$ cat config.mk
export PLATFORM = sky130hd
export DESIGN_NAME = and_chain_deserializer_flat
export DESIGN_NICKNAME = d
export VERILOG_FILES = /design/src/rtl/and_chain_deserializer_pkg.sv /design/src/rtl/and_chain_deserializer_if.sv /design/src/rtl/and_chain_deserializer_beat_counter.sv /design/src/rtl/and_chain_deserializer.sv /design/src/flat_wrapper.sv
export SDC_FILE = /design/constraint.sdc
export NUM_CORES = 1
export LEC_CHECK = 0
export BUFFER_PORTS_ARGS = -buffer_cell sky130_fd_sc_hd__buf_4
export CORE_ASPECT_RATIO = 1.25
export CORE_MARGIN = 1.5
export CORE_UTILIZATION = 47
export DETAILED_ROUTE_END_ITERATION = 8
export GPL_TIMING_DRIVEN = 0
export PLACE_DENSITY_LB_ADDON = 0.08
export REMOVE_ABC_BUFFERS = 1
export SLEW_MARGIN = 30
export SYNTH_ARGS = -nofsm -noshare
export SYNTH_HDL_FRONTEND = slang
export SYNTH_SLANG_ARGS = --single-unit
$ cat constraint.sdc
create_clock -name CLK -period 3.5 [get_ports CLK]
set_input_delay 0.7 -clock CLK [delete_from_list [all_inputs] [get_ports CLK]]
set_output_delay 0.7 -clock CLK [all_outputs]
set_load 0.05 [all_outputs]
$ cat src/rtl/and_chain_deserializer_pkg.sv
// Shared types and width helpers for the And2 reduction chain receive side.
// Imported by the deserializer top and its beat counter.
package and_chain_pkg;

    typedef enum logic {
        COLLECT = 1'b0,
        STALL   = 1'b1
    } state_t;

    localparam int DEF_WIDTH = 4;
    localparam int CNT_W     = $clog2(DEF_WIDTH);

    // Count width for an arbitrary word width; keeps at least one bit.
    function automatic int cnt_width(input int w);
        return (w < 2) ? 1 : $clog2(w);
    endfunction

endpackage

$ cat src/rtl/and_chain_deserializer_if.sv
// Serial-in / word-out handshake bundle for the And2 chain deserializer.
// slave is the deserializer side, master is the link/downstream side.
interface and_chain_deserializer_if #(
    parameter int WIDTH = 4
) ();

    logic             I;
    logic             I_valid;
    logic             I_ready;
    logic [WIDTH-1:0] O;
    logic             O_all;
    logic             O_valid;
    logic             O_ready;

    modport slave (
        input  I, I_valid, O_ready,
        output I_ready, O, O_all, O_valid
    );

    modport master (
        output I, I_valid, O_ready,
        input  I_ready, O, O_all, O_valid
    );

endinterface

$ cat src/rtl/and_chain_deserializer_beat_counter.sv
// Modulo-WIDTH beat counter with enable, async clear and a last-beat flag.
// Wraps to zero only when the last beat of a word is counted.
module and_chain_beat_counter
    import and_chain_pkg::*;
#(
    parameter int WIDTH = DEF_WIDTH,
    localparam int CW   = cnt_width(WIDTH)
) (
    input  logic          clk,
    input  logic          rst,
    input  logic          en,
    output logic [CW-1:0] count,
    output logic          last
);

    assign last = (count == CW'(WIDTH - 1));

    always_ff @(posedge clk or posedge rst) begin
        if (rst) begin
            count <= '0;
        end else if (en) begin
            count <= last ? '0 : count + 1'b1;
        end
    end

endmodule

$ cat src/rtl/and_chain_deserializer.sv
// Bit-serial receiver: collects WIDTH beats into a word with its running AND and
// presents it on a valid/ready output; a second word may be collected while O waits.
module and_chain_deserializer
    import and_chain_pkg::*;
#(
    parameter int WIDTH     = DEF_WIDTH,
    parameter bit LSB_FIRST = 1'b1
) (
    input  logic                   CLK,
    input  logic                   ASYNCRESET,
    and_chain_deserializer_if.slave bus
);

    localparam int CW = cnt_width(WIDTH);

    state_t           state, state_n;
    logic [CW-1:0]    count;
    logic             last;
    logic [CW-1:0]    pos;
    logic [WIDTH-1:0] col, word_next, o_q;
    logic             acc, o_all_q, o_valid_q;
    logic             i_ready, accept, drain;
    logic             load_new, load_pend, clr_valid;

    assign i_ready     = (state == COLLECT);
    assign accept      = bus.I_valid & i_ready;
    assign drain       = o_valid_q & bus.O_ready;

    assign bus.I_ready = i_ready;
    assign bus.O       = o_q;
    assign bus.O_all   = o_all_q;
    assign bus.O_valid = o_valid_q;

    and_chain_beat_counter #(.WIDTH(WIDTH)) u_beat_counter (
        .clk   (CLK),
        .rst   (ASYNCRESET),
        .en    (accept),
        .count (count),
        .last  (last)
    );

    assign pos = LSB_FIRST ? count : CW'(WIDTH - 1) - count;

    // Collect register with the current beat already merged in.
    always_comb begin
        word_next      = col;
        word_next[pos] = bus.I;
    end

    always_ff @(posedge CLK or posedge ASYNCRESET) begin
        if (ASYNCRESET) begin
            state <= COLLECT;
        end else begin
            state <= state_n;
        end
    end

    always_comb begin
        state_n   = state;
        load_new  = 1'b0;
        load_pend = 1'b0;
        clr_valid = 1'b0;
        case (state)
            COLLECT: begin
                if (accept && last) begin
                    if (!o_valid_q || drain) begin
                        load_new = 1'b1;
                    end else begin
                        state_n = STALL;
                    end
                end else if (drain) begin
                    clr_valid = 1'b1;
                end
            end
            STALL: begin
                if (drain) begin
                    load_pend = 1'b1;
                    state_n   = COLLECT;
                end
            end
            default: state_n = COLLECT;
        endcase
    end

    // While stalled, col and acc hold the complete pending word and its AND.
    always_ff @(posedge CLK or posedge ASYNCRESET) begin
        if (ASYNCRESET) begin
            col       <= '0;
            acc       <= 1'b1;
            o_q       <= '0;
            o_all_q   <= 1'b0;
            o_valid_q <= 1'b0;
        end else begin
            if (accept) begin
                col <= word_next;
            end
            if (load_new || load_pend) begin
                acc <= 1'b1;
            end else if (accept) begin
                acc <= acc & bus.I;
            end
            if (load_new) begin
                o_q       <= word_next;
                o_all_q   <= acc & bus.I;
                o_valid_q <= 1'b1;
            end else if (load_pend) begin
                o_q       <= col;
                o_all_q   <= acc;
                o_valid_q <= 1'b1;
            end else if (clr_valid) begin
                o_valid_q <= 1'b0;
            end
        end
    end

endmodule

$ cat src/flat_wrapper.sv
// flat-port wrapper written by rule: the top's interface ports become plain ports
module and_chain_deserializer_flat import and_chain_pkg::*;
#(
    parameter int WIDTH     = DEF_WIDTH,
    parameter bit LSB_FIRST = 1'b1
)
  (CLK, ASYNCRESET, bus_I, bus_I_valid, bus_O_ready, bus_I_ready, bus_O, bus_O_all, bus_O_valid);
  and_chain_deserializer_if #(.WIDTH(WIDTH)) bus_i ();
  input  logic CLK;
  input  logic ASYNCRESET;
  input wire logic [$bits(bus_i.I)-1:0] bus_I;
  input wire logic [$bits(bus_i.I_valid)-1:0] bus_I_valid;
  input wire logic [$bits(bus_i.O_ready)-1:0] bus_O_ready;
  output wire logic [$bits(bus_i.I_ready)-1:0] bus_I_ready;
  output wire logic [$bits(bus_i.O)-1:0] bus_O;
  output wire logic [$bits(bus_i.O_all)-1:0] bus_O_all;
  output wire logic [$bits(bus_i.O_valid)-1:0] bus_O_valid;
  assign bus_i.I = bus_I;
  assign bus_i.I_valid = bus_I_valid;
  assign bus_i.O_ready = bus_O_ready;
  assign bus_I_ready = bus_i.I_ready;
  assign bus_O = bus_i.O;
  assign bus_O_all = bus_i.O_all;
  assign bus_O_valid = bus_i.O_valid;
  and_chain_deserializer #(.WIDTH(WIDTH), .LSB_FIRST(LSB_FIRST)) u_core (.CLK(CLK), .ASYNCRESET(ASYNCRESET), .bus(bus_i));
endmodule
Word level (Yosys, flattened, before mapping) --
Cells that the tools add are included.
Cells by class: divide/modulo/power cells 0, $lt $le $gt $ge 2, equal/unequal tests 1, multiplexer cells 24, $mul 0, $add $sub $neg 1, reductions and logical operators 8, bitwise logic cells 4, shift-type cells 0
Operators with widths (count):
- 1-bit two-way mux | 18
- 4-bit two-way mux | 2
- 4-bit bitwise mux | 1
- 2-bit nonzero test | 2
- 1-bit bitwise AND | 3
- 2-bit by 3-bit less-than comparator with 1-bit output (second input constant) | 1
- 3-bit nonzero test | 1
- 2-bit by 1-bit adder with 2-bit output (second input constant) | 1
- 1-bit demux with 2-bit select | 1
- 2-bit equality test (second input constant) | 1
- 2-bit by 1-bit >= comparator with 1-bit output (second input constant) | 1
- 1-bit logical AND | 2
- 1-bit logical OR | 2
- 2-bit two-way mux | 1
- 1-bit one-hot mux with 2 select lines | 1
- 1-bit logical NOT | 1
- 1-bit inverter | 1
Storage, ports and cells: word-level logic and storage cells 47, output and inout port bits 7, bits in registers 14, input bits 5, latch bits 0, ROM bits 0, RAM bits 0, memories 0

Longest topological paths before layout --
depth in word-level cells 8, mapped depth 5, gate-level depth less buffers 5

Cells and area by module --
A second synthesis with hierarchy kept.
Unflattened totals: cells, all modules 68, area total of the unflattened synthesis 737.0 um2
By module, submodules not included:
- and_chain_deserializer | seq. area each 301.5 um2, times used 1, cells an instance 61, area an instance 644.4 um2
- and_chain_beat_counter | seq. area each 50.0 um2, times used 1, cells an instance 7, area an instance 92.6 um2

Least setup slack after synthesis --
Ideal clock, no wire load.
path kind register to output, start point register u_core.state, end point output bus_I_ready, setup slack 1954 ps, required time 2800 ps, stages on the path, launching flop included 3, data arrival time 846 ps, path buffers 1, cell sequence dfrtp_1 > buf_4 > inv_1
Between the ends: cells in the longest elaborated chain, start to end 1
Ends and longest elaborated chain:
- start: declaration | line and_chain_deserializer.sv:16 | state_t state, state_n;
- start signal: assignment | line and_chain_deserializer.sv:54 | state <= state_n;
- 1-bit inverter | line and_chain_deserializer.sv:25 | assign i_ready = (state == COLLECT);
- end: declaration | line flat_wrapper.sv:14 | output wire logic [$bits(bus_i.I_ready)-1:0] bus_I_ready;
No other way between the ends.

Final worst setup path --
Same ends and word-level chain as after synthesis.

==> results by group <==
Critical path
  – Crit path DAT: 1.17 ns
  – FF-to-FF path depth: 4
  – CP cell instances: inv_1 -> buf_4
  – Launching point of the worst reg2reg path: u_core.u_beat_counter.count[0]$_DFFE_PP0P_
  – Slowest stage delay, CP: slightly below 0.6 ns
  – Worst EP required: roughly 2.8 ns
  – Flop2flop setup slack: 2.07 ns
  – Reg2reg end: u_core.bus.O[3]$_DFFE_PP0P_
  – Delay-heaviest family, CP: flip-flops
  – Critical path class: flop to output port
  – CP Buf/Inv Count: 2
  – Slowest CP cell: dfrtp_1
  – Crit Path Max Fanout: 12
  – Critical path depth: 2
  – CP startpoint kind: flop
  – Worst Setup End Kind: output port

Timing
  – Setup TNS: 0 ns
  – Max Clock Freq: 534 MHz
  – RSZ-0062 raised after global routing: false
  – Final period util: 0.535
  – Tightest Pin Transition: roughly 0.54 ns
  – Max_slew headroom: 0.642
  – Slew Viols, Final: 0
  – Hold Fails Final Rpt: 0
  – Worst Skew: 0.00263 ns
  – Final Critical Period: between 1.5 and 2 ns
  – Final setup margin: 1.63 ns
  – Final Setup Violations: 0

Placed design
  – Final Wtd Congestion: 0.745
  – Port bufs: 11
  – DP Worst Slack: 1.87 ns
  – DPL Wire Length: 1020 um

Cells and area
  – Commonest cells after routing, fill and taps aside: inv_1, dfrtp_1, buf_4
  – FILL cells: 153
  – Ant diodes: 0
  – Share of layout cells above drive strength 1: 0.244
  – Fin nets: 100
  – Area grow syn2layout: 14.8%

Flow run
  – Max-cap violation count: 0

Logic synthesis
  – Yosys top cell by area: dfrtp_1
  – Yosys cell types: 27
  – Largest cells by area after synthesis: dfrtp_1, ha_1, inv_1, mux2_4, nand2_1
  – Post-Syn Instances: 78
  – Register area share after synthesis: 0.453
  – Post-synthesis sequential element count: 14
  – Synth Cell Area: 776 um^2
  – Area share of the largest cell type after synthesis: 0.419
  – YS warnings: 0
  – Avg Inst Size Synth: 9.95 um^2

Die
  – Die Height: 48.4 um
  – Boundary Pins: 12
  – Die area: 0.00190 mm^2
  – Rows: 16
  – Area of the core: around 0.0016 mm^2
  – Die X: 39.3 um
  – Starting Density: 0.497

Routing
  – Iter 0 DRT Violations: 8
  – Post-DR vias/cell: 5.20
  – Final antenna-violating net count: 0
  – DRT Pass-1 Iters: 4
  – Total routed wirelength: 1370 um
  – Residual DRC count: 0
  – Avg WL per Cell: 12.7 um
  – Via count: about 560

Power
  – Lkg Pwr: 0.453 nW
  – Worst vdd ir: 232 uV
  – Pwr dens: 306 mW/mm^2
  – P_int: 0.212 mW
  – Switch share: 0.225
  – Comb pwr share: 0.049
  – Flop pwr share: 0.596
  – P_sw: between 0.06 and 0.07 mW
  – Clock power share: 0.355

Outcome
  – Status: finished clean

GRT
  – GR Overflow Total: 0
  – Initial antenna violation count: 0
  – Vias in the first global route: 550
  – Largest net degree at the start of global routing: 15
  – First-pass GRT wire length: 2510 um
  – Total GRT Usage: 0.183

Clock tree
  – Hold-fix buffers, CTS: 0
  – Setup Fix Bufs, Post-CTS: 0
  – CTS buffer count: 3
  – Root Buffer: clkbuf_4
  – Post-CTS Resized: 0
  – Htree depth: 1
  – Clock Tree Buf Depth: 2
  – Clk_lat worst skew: 0.27 ns
  – Clk sinks: 14
  – CTS tree: yes
  – Clock slew at reported path FFs: 0.09 ns

Worst hold path
  – Class of the worst hold path: input pin to async pin
==> flip-flops by register name, indices dropped and copies added (netlist names) <==
| signal | flops |
|---|---|
| u_core.acc | 1 |
| u_core.bus.O | 4 |
| u_core.bus.O_all | 1 |
| u_core.bus.O_valid | 1 |
| u_core.col | 4 |
| u_core.state | 1 |
| u_core.u_beat_counter.count | 2 |
==> cells by family after synthesis <==
group / after synthesis / share of synthesized area
simple gates: 23 / 0.161
flops: 14 / 0.453
fa+ha+maj: 4 / 0.0645
mux: 4 / 0.0726
buf+inv: 16 / 0.0839
compound gates: 17 / 0.165
==> metrics by stage <==
| stage | instances | cell area, um^2 | power [mW] | util | hold slack [ns] |
|---|---|---|---|---|---|
| global placement | 104 | 865 | 0.179 | 0.554 | 0.453 |
| detailed placement | 104 | 865 | 0.180 | 0.554 | 0.463 |
| floorplan | 75 | 759 | 0.172 | - | 0.437 |
| finish | 108 | 891 | 0.273 | 0.571 | 0.459 |
| CTS | 108 | 891 | 0.277 | 0.571 | 0.480 |
| global route | 108 | 891 | 0.287 | 0.571 | 0.519 |
==> layer usage <==
metal  part of all wire  global-route usage  up-vias
met3              0.036              0.0275        0
met5                  0                   0        -
li1                   -                   -      291
met1               0.47               0.277      256
met2               0.49               0.269       15
met4                  0              0.0517        0
==> power groups by stage <==
| stage | combinational, mW | clock (mW) | sequential (mW) |
|---|---|---|---|
| floorplan | 0.00609 | 0 | 0.166 |
| global placement | 0.0136 | 0 | 0.166 |
| detailed placement | 0.0138 | 0 | 0.166 |
| CTS | 0.0139 | 0.100 | 0.163 |
| global route | 0.0157 | 0.109 | 0.163 |
| finish | 0.0134 | 0.0968 | 0.163 |
==> worst reg2reg max path: stages (launching register included) <==
cell     delay, ns
dfrtp_1       0.41
ha_1          0.29
and3b_1       0.31
nand2_1       0.08
o221a_2       0.24
==> synth_stat cells <==
cell type / n
mux2_2: 1
o221a_2: 1
a21oi_1: 1
a21o_1: 1
dfrtp_1: 13
nand4_1: 3
and2_0: 1
ha_1: 4
nor2_1: 2
nor2b_4: 1
o221ai_1: 3
dfstp_2: 1
mux2_4: 3
buf_2: 1
o22ai_1: 1
and3b_1: 1
nand2_1: 10
nand3_1: 1
nand3b_1: 2
inv_1: 13
a21boi_4: 1
o21ai_0: 5
buf_4: 1
clkbuf_1: 1
a31oi_1: 3
nand2b_1: 2
a32oi_1: 1
==> worst max-delay path by stage <==
| stage | endpoint | startpoint | slack, ns |
|---|---|---|---|
| detailed placement | u_core.bus.O[3]$_DFFE_PP0P_ | bus_O_ready | 1.87 |
| CTS | bus_I_ready | u_core.state$_DFF_PP0_ | 1.63 |
| floorplan | bus_I_ready | u_core.state$_DFF_PP0_ | 1.97 |
| global placement | u_core.bus.O[3]$_DFFE_PP0P_ | bus_O_ready | 1.86 |
| global route | bus_I_ready | u_core.state$_DFF_PP0_ | 1.53 |
| finish | bus_I_ready | u_core.state$_DFF_PP0_ | 1.63 |
==> final cells by class <==
| cell class | count | area [um^2] | area share |
|---|---|---|---|
| timing repair buffer | 11 | 82.6 | 0.0927 |
| multi-input combinational | 48 | 359 | 0.403 |
| clock buffer | 4 | 26.3 | 0.0295 |
| inverter | 13 | 48.8 | 0.0548 |
| tap | 18 | 22.5 | 0.0253 |
| sequential | 14 | 352 | 0.395 |
(Power assumes the default switching activity.)
